### src/rtl/sdram_timing_pkg.sv
// sdram_timing_pkg
// Shared constants for the SDRAM timing timer bank:
//   - channel index assignments used by the SDRAM command FSM
//   - default interval lengths in clock cycles
//   - channel mode encoding (one-shot / auto-reload)
package sdram_timing_pkg;

  // Channel index assignments
  localparam int CH_RCD = 0;
  localparam int CH_RP  = 1;
  localparam int CH_WR  = 2;
  localparam int CH_REF = 3;

  // Default intervals in cycles. T_REFI is board/clock specific and is
  // sized here to fit the default 4-bit counter.
  localparam int T_RCD  = 2;
  localparam int T_RP   = 2;
  localparam int T_WR   = 2;
  localparam int T_RFC  = 7;
  localparam int T_REFI = 15;

  // Channel mode, sampled together with start
  typedef enum logic {
    MODE_ONESHOT  = 1'b0,
    MODE_PERIODIC = 1'b1
  } mode_e;

endpackage

### src/rtl/sdram_timing_timer_if.sv
// sdram_timing_timer_if
// Bundles the timer bank's control and status signals.
//   master : command FSM side (drives start/load_val/periodic/cancel,
//            observes busy/expire/all_idle)
//   slave  : timer bank side
interface sdram_timing_timer_if #(
  parameter int NUM_CH = 4,
  parameter int CNT_W  = 4
);
  logic [NUM_CH-1:0]       start;
  logic [NUM_CH*CNT_W-1:0] load_val;
  logic [NUM_CH-1:0]       periodic;
  logic [NUM_CH-1:0]       cancel;
  logic [NUM_CH-1:0]       busy;
  logic [NUM_CH-1:0]       expire;
  logic                    all_idle;

  modport master (
    output start, load_val, periodic, cancel,
    input  busy, expire, all_idle
  );

  modport slave (
    input  start, load_val, periodic, cancel,
    output busy, expire, all_idle
  );
endinterface

### src/rtl/sdram_timer_channel.sv
// sdram_timer_channel
// One down-counting timing channel. A start loads the interval (0 treated
// as 1); when the count reaches 1 the channel emits a one-cycle expire and
// either goes idle (one-shot) or reloads (periodic). Cancel aborts and
// suppresses any pending expire; cancel beats start.
// Ports:
//   clk, reset : clock, synchronous active-high reset
//   start      : load load_val and begin counting
//   load_val   : interval length in cycles
//   periodic   : mode sampled with start
//   cancel     : abort the channel
//   busy       : registered, channel counting
//   expire     : registered one-cycle completion pulse
//   busy_nxt   : next-state busy, used by the parent for all_idle
module sdram_timer_channel
  import sdram_timing_pkg::*;
#(
  parameter int CNT_W = 4
) (
  input  logic             clk,
  input  logic             reset,
  input  logic             start,
  input  logic [CNT_W-1:0] load_val,
  input  logic             periodic,
  input  logic             cancel,
  output logic             busy,
  output logic             expire,
  output logic             busy_nxt
);

  localparam logic [CNT_W-1:0] ONE = CNT_W'(1);

  logic [CNT_W-1:0] cnt_q, cnt_d;
  logic [CNT_W-1:0] reload_q, reload_d;
  mode_e            mode_q, mode_d;
  logic             busy_q, busy_d;
  logic             expire_q, expire_d;
  logic [CNT_W-1:0] eff_load;

  always_comb begin
    eff_load = (load_val == '0) ? ONE : load_val;
    cnt_d    = cnt_q;
    reload_d = reload_q;
    mode_d   = mode_q;
    busy_d   = busy_q;
    expire_d = 1'b0;

    if (cancel) begin
      if (busy_q) begin
        busy_d = 1'b0;
        cnt_d  = '0;
      end
    end else begin
      // The completing interval still reports even if a restart lands on
      // the same cycle.
      expire_d = busy_q && (cnt_q == ONE);
      if (start) begin
        cnt_d    = eff_load;
        reload_d = eff_load;
        mode_d   = mode_e'(periodic);
        busy_d   = 1'b1;
      end else if (busy_q) begin
        if (cnt_q == ONE) begin
          if (mode_q == MODE_PERIODIC) begin
            cnt_d = reload_q;
          end else begin
            busy_d = 1'b0;
            cnt_d  = '0;
          end
        end else begin
          cnt_d = cnt_q - ONE;
        end
      end
    end
  end

  always_ff @(posedge clk) begin
    if (reset) begin
      cnt_q    <= '0;
      reload_q <= '0;
      mode_q   <= MODE_ONESHOT;
      busy_q   <= 1'b0;
      expire_q <= 1'b0;
    end else begin
      cnt_q    <= cnt_d;
      reload_q <= reload_d;
      mode_q   <= mode_d;
      busy_q   <= busy_d;
      expire_q <= expire_d;
    end
  end

  assign busy     = busy_q;
  assign expire   = expire_q;
  // Reset forces idle, so the parent sees the same value it registers.
  assign busy_nxt = busy_d;

endmodule

### src/rtl/sdram_timing_timer.sv
// sdram_timing_timer
// Bank of NUM_CH independent SDRAM timing channels plus a registered
// all-idle flag.
// Ports:
//   clk   : system clock, rising edge
//   reset : synchronous active-high reset
//   bus   : slave side of sdram_timing_timer_if
//           (start, load_val, periodic, cancel in; busy, expire, all_idle out)
module sdram_timing_timer
  import sdram_timing_pkg::*;
#(
  parameter int NUM_CH = 4,
  parameter int CNT_W  = 4
) (
  input  logic                 clk,
  input  logic                 reset,
  sdram_timing_timer_if.slave  bus
);

  logic [NUM_CH-1:0] busy_w;
  logic [NUM_CH-1:0] expire_w;
  logic [NUM_CH-1:0] busy_nxt_w;
  logic              all_idle_q, all_idle_d;

  for (genvar g = 0; g < NUM_CH; g++) begin : g_ch
    sdram_timer_channel #(.CNT_W(CNT_W)) u_ch (
      .clk      (clk),
      .reset    (reset),
      .start    (bus.start[g]),
      .load_val (bus.load_val[g*CNT_W +: CNT_W]),
      .periodic (bus.periodic[g]),
      .cancel   (bus.cancel[g]),
      .busy     (busy_w[g]),
      .expire   (expire_w[g]),
      .busy_nxt (busy_nxt_w[g])
    );
  end

  // Built from next-state busy so it lines up with the registered busy.
  always_comb begin
    all_idle_d = ~|busy_nxt_w;
  end

  always_ff @(posedge clk) begin
    if (reset) begin
      all_idle_q <= 1'b1;
    end else begin
      all_idle_q <= all_idle_d;
    end
  end

  assign bus.busy     = busy_w;
  assign bus.expire   = expire_w;
  assign bus.all_idle = all_idle_q;

endmodule

### src/flat_wrapper.sv
// flat-port wrapper written by rule: the top's interface ports become plain ports
module sdram_timing_timer_flat import sdram_timing_pkg::*;
#(
  parameter int NUM_CH = 4,
  parameter int CNT_W  = 4
)
  (clk, reset, bus_start, bus_load_val, bus_periodic, bus_cancel, bus_busy, bus_expire, bus_all_idle);
  sdram_timing_timer_if #(.NUM_CH(NUM_CH), .CNT_W(CNT_W)) bus_i ();
  input  logic clk;
  input  logic reset;
  input wire logic [$bits(bus_i.start)-1:0] bus_start;
  input wire logic [$bits(bus_i.load_val)-1:0] bus_load_val;
  input wire logic [$bits(bus_i.periodic)-1:0] bus_periodic;
  input wire logic [$bits(bus_i.cancel)-1:0] bus_cancel;
  output wire logic [$bits(bus_i.busy)-1:0] bus_busy;
  output wire logic [$bits(bus_i.expire)-1:0] bus_expire;
  output wire logic [$bits(bus_i.all_idle)-1:0] bus_all_idle;
  assign bus_i.start = bus_start;
  assign bus_i.load_val = bus_load_val;
  assign bus_i.periodic = bus_periodic;
  assign bus_i.cancel = bus_cancel;
  assign bus_busy = bus_i.busy;
  assign bus_expire = bus_i.expire;
  assign bus_all_idle = bus_i.all_idle;
  sdram_timing_timer #(.NUM_CH(NUM_CH), .CNT_W(CNT_W)) u_core (.clk(clk), .reset(reset), .bus(bus_i));
endmodule
### config.mk
export PLATFORM = sky130hd
export DESIGN_NAME = sdram_timing_timer_flat
export DESIGN_NICKNAME = d
export VERILOG_FILES = /design/src/rtl/sdram_timing_pkg.sv /design/src/rtl/sdram_timing_timer_if.sv /design/src/rtl/sdram_timer_channel.sv /design/src/rtl/sdram_timing_timer.sv /design/src/flat_wrapper.sv
export SDC_FILE = /design/constraint.sdc
export NUM_CORES = 1
export LEC_CHECK = 0
export ABC_AREA = 0
export BUFFER_PORTS_ARGS = -buffer_cell sky130_fd_sc_hd__buf_2
export CAP_MARGIN = 0
export CORE_MARGIN = 2
export CORE_UTILIZATION = 55
export CTS_CLUSTER_SIZE = 8
export DETAILED_ROUTE_END_ITERATION = 12
export GPL_TIMING_DRIVEN = 0
export PLACE_DENSITY = 0.79
export SYNTH_ARGS = -nofsm -noshare
export SYNTH_HDL_FRONTEND = slang
export SYNTH_SLANG_ARGS = --single-unit
### constraint.sdc
create_clock -name clk -period 1.7 [get_ports clk]
set_input_delay 0.085 -clock clk [delete_from_list [all_inputs] [get_ports clk]]
set_output_delay 0.085 -clock clk [all_outputs]
set_load 0.01 [all_outputs]
# [Word level (Yosys, flattened, before mapping)]
# Index checks and enable logic that the tools add are counted.
# W data, S select, Z words.
[word_totals] reg_bits=45
[op_classes] muxes=48 bitwise=4 eq_ne=8 n_reduce_logical=26 addsub=4
[ops] op="$mux W4" count=28
[ops] op="$mux W1" count=20
[ops] op="$eq A4 B1 Y1 const B" count=4
[ops] op="$logic_not A4 Y1" count=4
[ops] op="$reduce_and A2 Y1" count=8
[ops] op="$sub A4 B1 Y4 const B" count=4
[ops] op="$ne A2 B1 Y1 const B" count=4
[ops] op="$reduce_bool A2 Y1" count=4
[ops] op="$reduce_or A2 Y1" count=4
[ops] op="$logic_and A1 B1 Y1" count=4
[ops] op="$not A1 Y1" count=4
[ops] op="$reduce_or A4 Y1" count=1
[ops] op="$logic_not A1 Y1" count=1

# [Longest topological paths before layout]
[depth] depth_word=7 ltp_mapped=6 mapped_depth_nobuf=6

# [Modules after synthesis]
# A second synthesis with hierarchy kept.
[hier_totals] cells_unflattened=271 area_unflattened_um2=2247.2
[by_module_without_submodules] mod="sdram_timer_channel" instances=4 cells_per_inst=67 area_per_inst_um2=551.8 seq_area_each_um2=220.2
[by_module_without_submodules] mod="sdram_timing_timer" instances=1 cells_per_inst=3 area_per_inst_um2=40.0 seq_area_each_um2=20.0

# [Least setup slack after synthesis]
# OpenSTA, ideal clock, no wires.
[synth_timing] path_kind="reg-to-reg" startpoint="register u_core.g_ch[0].u_ch.cnt_q[1]" endpoint="register u_core.all_idle_q (netlist: u_core.bus.all_idle)" arrival_time_ns=1.334 setup_slack_ns=0.251 setup_ns=0.115 required_time_ns=1.585 stages_incl_launch_ff=7 path_cell_list="dfxtp_1 inv_1 ha_1 nor3b_2 a2111oi_1 nor2_1 o21a_1"
[synth_via] elab_chain_cells=7
[synth_lines] element="start, declared" line="sdram_timer_channel.sv:33" text="logic [CNT_W-1:0] cnt_q, cnt_d;"
[synth_lines] element="start signal, assigned" line="sdram_timer_channel.sv:85" text="cnt_q <= cnt_d;"
[synth_lines] element="$eq A4 B1 Y1" line="sdram_timer_channel.sv:63" text="if (cnt_q == ONE) begin"
[synth_lines] element="$mux W1" line="sdram_timer_channel.sv:63"
[synth_lines] element="$mux W1" line="sdram_timer_channel.sv:62" text="end else if (busy_q) begin"
[synth_lines] element="$mux W1" line="sdram_timer_channel.sv:57" text="if (start) begin"
[synth_lines] element="$mux W1" line="sdram_timer_channel.sv:48" text="if (cancel) begin"
[synth_lines] element="$reduce_or A4 Y1" line="sdram_timing_timer.sv:41" text="all_idle_d = ~|busy_nxt_w;"
[synth_lines] element="$logic_not A1 Y1" line="sdram_timing_timer.sv:41"
[synth_lines] element="end signal, assigned" line="sdram_timing_timer.sv:48" text="all_idle_q <= all_idle_d;"
[synth_lines] element="end, declared" line="sdram_timing_timer.sv:23" text="logic all_idle_q, all_idle_d;"
# No other way between the ends.
# A chain may end at the register's enable or synchronous reset.

# [Worst setup path after layout]
[layout_timing] startpoint="register u_core.g_ch[2].u_ch.cnt_q[0]" endpoint="register u_core.g_ch[2].u_ch.cnt_q[2]"
[layout_via] elab_chain_cells=5 elab_cells_between_ends=6
[layout_lines] element="start, declared" line="sdram_timer_channel.sv:33"
[layout_lines] element="start signal, assigned" line="sdram_timer_channel.sv:85"
[layout_lines] element="$sub A4 B1 Y4 or $eq A4 B1 Y1 (tied branches)" line="sdram_timer_channel.sv:71, sdram_timer_channel.sv:63"
[layout_lines] element="$mux W4 (*)" line="sdram_timer_channel.sv:63"
[layout_lines] element="$mux W4 (*)" line="sdram_timer_channel.sv:62"
[layout_lines] element="$mux W4 (*)" line="sdram_timer_channel.sv:57"
[layout_lines] element="$mux W4 (*)" line="sdram_timer_channel.sv:48"
# Every way passes the cells marked *; elsewhere a longest branch is shown, timed or not. The select of a mux whose other input is x is not followed.

==> results.md <==
* Max Clock Freq at 612 MHz
* Final-report hold violation count at 0
* Internal power at 1.54 mW
* Die Wd at 67.1 µm
* Type of the worst min-delay path: primary input to flop
* Wirelength per Cell at 13.0 µm
* Min Tclk post-route at 1.63 ns
* Fraction of layout cells with a size suffix above 1 at 17.8%
* DRT Pass-1 Iters at 4
* Die area at 0.00450 mm²
* Lkg Pwr at 1.06 nW
* Area contributors post-synth: dfxtp_1 41%, nand2_1 7.9%, a21oi_1 5.0%
* Reg power frac at 55.2%
* P_sw at 0.556 mW
* Syn Inst Count at 273
* Post-synth top cells: 46 x nand2_1, 45 x dfxtp_1, 28 x nor2_1, 22 x a21oi_1, 17 x o21ai_0
* Most instantiated library cell after synthesis: nand2_1
* Crit path required time at 1.92 ns
* Routability cong. at 0.807
* # setup viols final at 0
* Reg clk slew, reported paths at 0.08 ns
* Area share of the largest cell type after synthesis at 41.1%
* Post-layout util at 68.3%
* Antenna Cells at 0
* YS warnings at 0
* I/O pin count at 39
* CTS tree: yes
* Vias in the first global route at 1917
* Slew Limit Fails at 0
* Placed cells at 358
* Power Density at 821 mW/mm²
* Starting Density at 58.5%
* Vias per cell at 5.59
* Pwr Total at 2.10 mW
* Worst-Skew Late Latency at 0.29 ns
* Maximum VDD drop at 569 µV
* # H-tree levels at 2
* Sequential share of the synthesized area at 41.1%
* Asr flop ratio synth at 0%
* Post-CTS Setup Bufs at 0
* Comb pwr share at 15.0%
* Initial drt markers at 167
* CP max FO at 8
* DR vias at 2058
* Final WL at 4770 µm
* IO buf count at 37
* Element type at the critical path end: flop
* FF+latch count, synth at 45
* Synth Area per Inst at 8.02 µm²
* Max-slew headroom at 61.9%
* Distinct cell type count after synthesis at 30
* Sw Share at 26.5%
* First-pass GRT wire length at 8130 µm
* Clock sink count at 45
* Antenna-violating nets left at 0
* HPWL after DPL at 3420 µm
* Max Cap Viol at 0
* Synth area leader: dfxtp_1
* Root Driver: clkbuf_8
* Clk buf depth at 2
* RSZ-0062 raised after global routing: yes
* Status: complete, no violations
* Final period utilization at 96.2%
* Final nets at 357
* Fill count at 344
* Total grt overflow at 0
* Critical path startpoint category: flop
* Num CTS Buffers at 5
* # DRC at 0
* Die Height at 67.1 µm
* Data arrival, critical path at 1.86 ns
* Final std cells w/o fill at 368
* WHS at 0.0217 ns
* Row count at 22
* Final Skew at 0.00363 ns
* WS Path Type: flop to flop
* Antenna violations before repair at 0
* Placed instance area at 0.00243 mm²
* Ys flop type: dfxtp_1
* Mapped cell area at 0.00219 mm²
* FF-to-FF setup slack at 0.07 ns
* Slew @ Worst Pin at 0.568 ns
* Core box area at 0.00374 mm²
* Net Count, Synth at 311
* Number of flops mapped to enable cells by yosys at 0
* All-Layer GR Usage at 23.9%
* Share of total power in the clock network at 29.9%
* Largest net degree at the start of global routing at 13
* Post-route cell area at 0.00256 mm²
* Area Overhead vs Synth at 16.8%
-- sequential cells by signal (all words and copies together), names as in the netlist --
| register | flops |
|---|---|
| u_core.g_ch.u_ch.mode_q | 4 |
| u_core.bus.all_idle | 1 |
| u_core.g_ch.u_ch.expire | 4 |
| u_core.g_ch.u_ch.busy | 4 |
| u_core.g_ch.u_ch.reload_q | 16 |
| u_core.g_ch.u_ch.cnt_q | 16 |
-- cells in the final DEF (no fill, tap or decap), drive strengths merged --
master,count
and3,16
o31a,2
o22ai,2
nor2,28
dlygate4sd3,2
inv,8
xnor2,4
nor3,6
a21oi,22
o31ai,4
nor3b,8
nor4bb,2
buf,46
or4,2
o21ai,18
a31oi,16
ha,8
clkbuf,12
nand2b,4
nand2,46
a2111oi,2
nor2b,6
or3,4
dfxtp,45
a21boi,2
nand3b,2
a211oi,2
o21a,1
-- worst max-delay path, cell delays in order, from the launching register on --
cell,delay (ns)
dfxtp_1,0.40
ha_1,0.20
nor3b_2,0.50
and3_1,0.23
o21ai_0,0.09
a31oi_1,0.14
-- power groups by stage --
stage	registers [mW]	logic (mW)	clock network (mW)
final	1.16	0.314	0.627
after global routing	1.17	0.357	0.685
after CTS	1.15	0.305	0.657
after detailed placement	1.18	0.299	0
after global placement	1.18	0.295	0
after floorplan	1.17	0.205	0
-- worst paths after layout --
check / start / end / cells after the start
hold / removal: bus_periodic[2] / u_core.g_ch[2].u_ch.mode_q / 3
hold reg to reg: u_core.g_ch[3].u_ch.reload_q[0] / u_core.g_ch[3].u_ch.reload_q[0] / 2
setup reg to reg: u_core.g_ch[2].u_ch.cnt_q[0] / u_core.g_ch[2].u_ch.cnt_q[2] / 5
setup / recovery: u_core.g_ch[2].u_ch.cnt_q[0] / u_core.g_ch[2].u_ch.cnt_q[2] / 5
-- routing by layer --
| metal | GRT usage, % | share of wire [%] | vias to the layer above |
|---|---|---|---|
| met5 | 0 | 0 | - |
| met2 | 40.3 | 47 | 69 |
| met3 | 6.59 | 4.7 | 10 |
| met4 | 10.2 | 1.9 | 0 |
| met1 | 28.2 | 46 | 936 |
| li1 | - | - | 1043 |
-- repair_timing --
item | 4_1_cts | 5_1_grt
hold buffers | 2 | 0
endpoints found under the hold margin | 2 | 0
endpoints found under the setup margin | 0 | 7
gates resized for setup | 0 | 4
-- cells by family after synthesis --
kind of cell,count (synthesis),share of synthesized area [%]
compound gates,71,19.1
flops,45,41.1
xor+xnor,4,1.60
simple gates,124,28.6
buf+inv,21,5.03
fa+ha+maj,8,4.57
-- layout make-up --
type / count / area, µm² / area share, %
multi-input combinational: 207 / 1200 / 47.0
tap: 48 / 60.1 / 2.35
sequential: 45 / 901 / 35.2
inverter: 8 / 30.0 / 1.17
clock buffer: 8 / 80.1 / 3.13
timing repair buffer: 39 / 205 / 8.02
buffer: 13 / 80.1 / 3.13
-- stage by stage --
stage	TNS, ns	setup slack, ns
after global placement	0	0.111
after global routing	-0.0696	-0.0408
final	0	0.0651
after detailed placement	0	0.0612
after CTS	0	0.0463
after floorplan	0	0.251
Note: power is estimated with default switching activity, not from simulation.
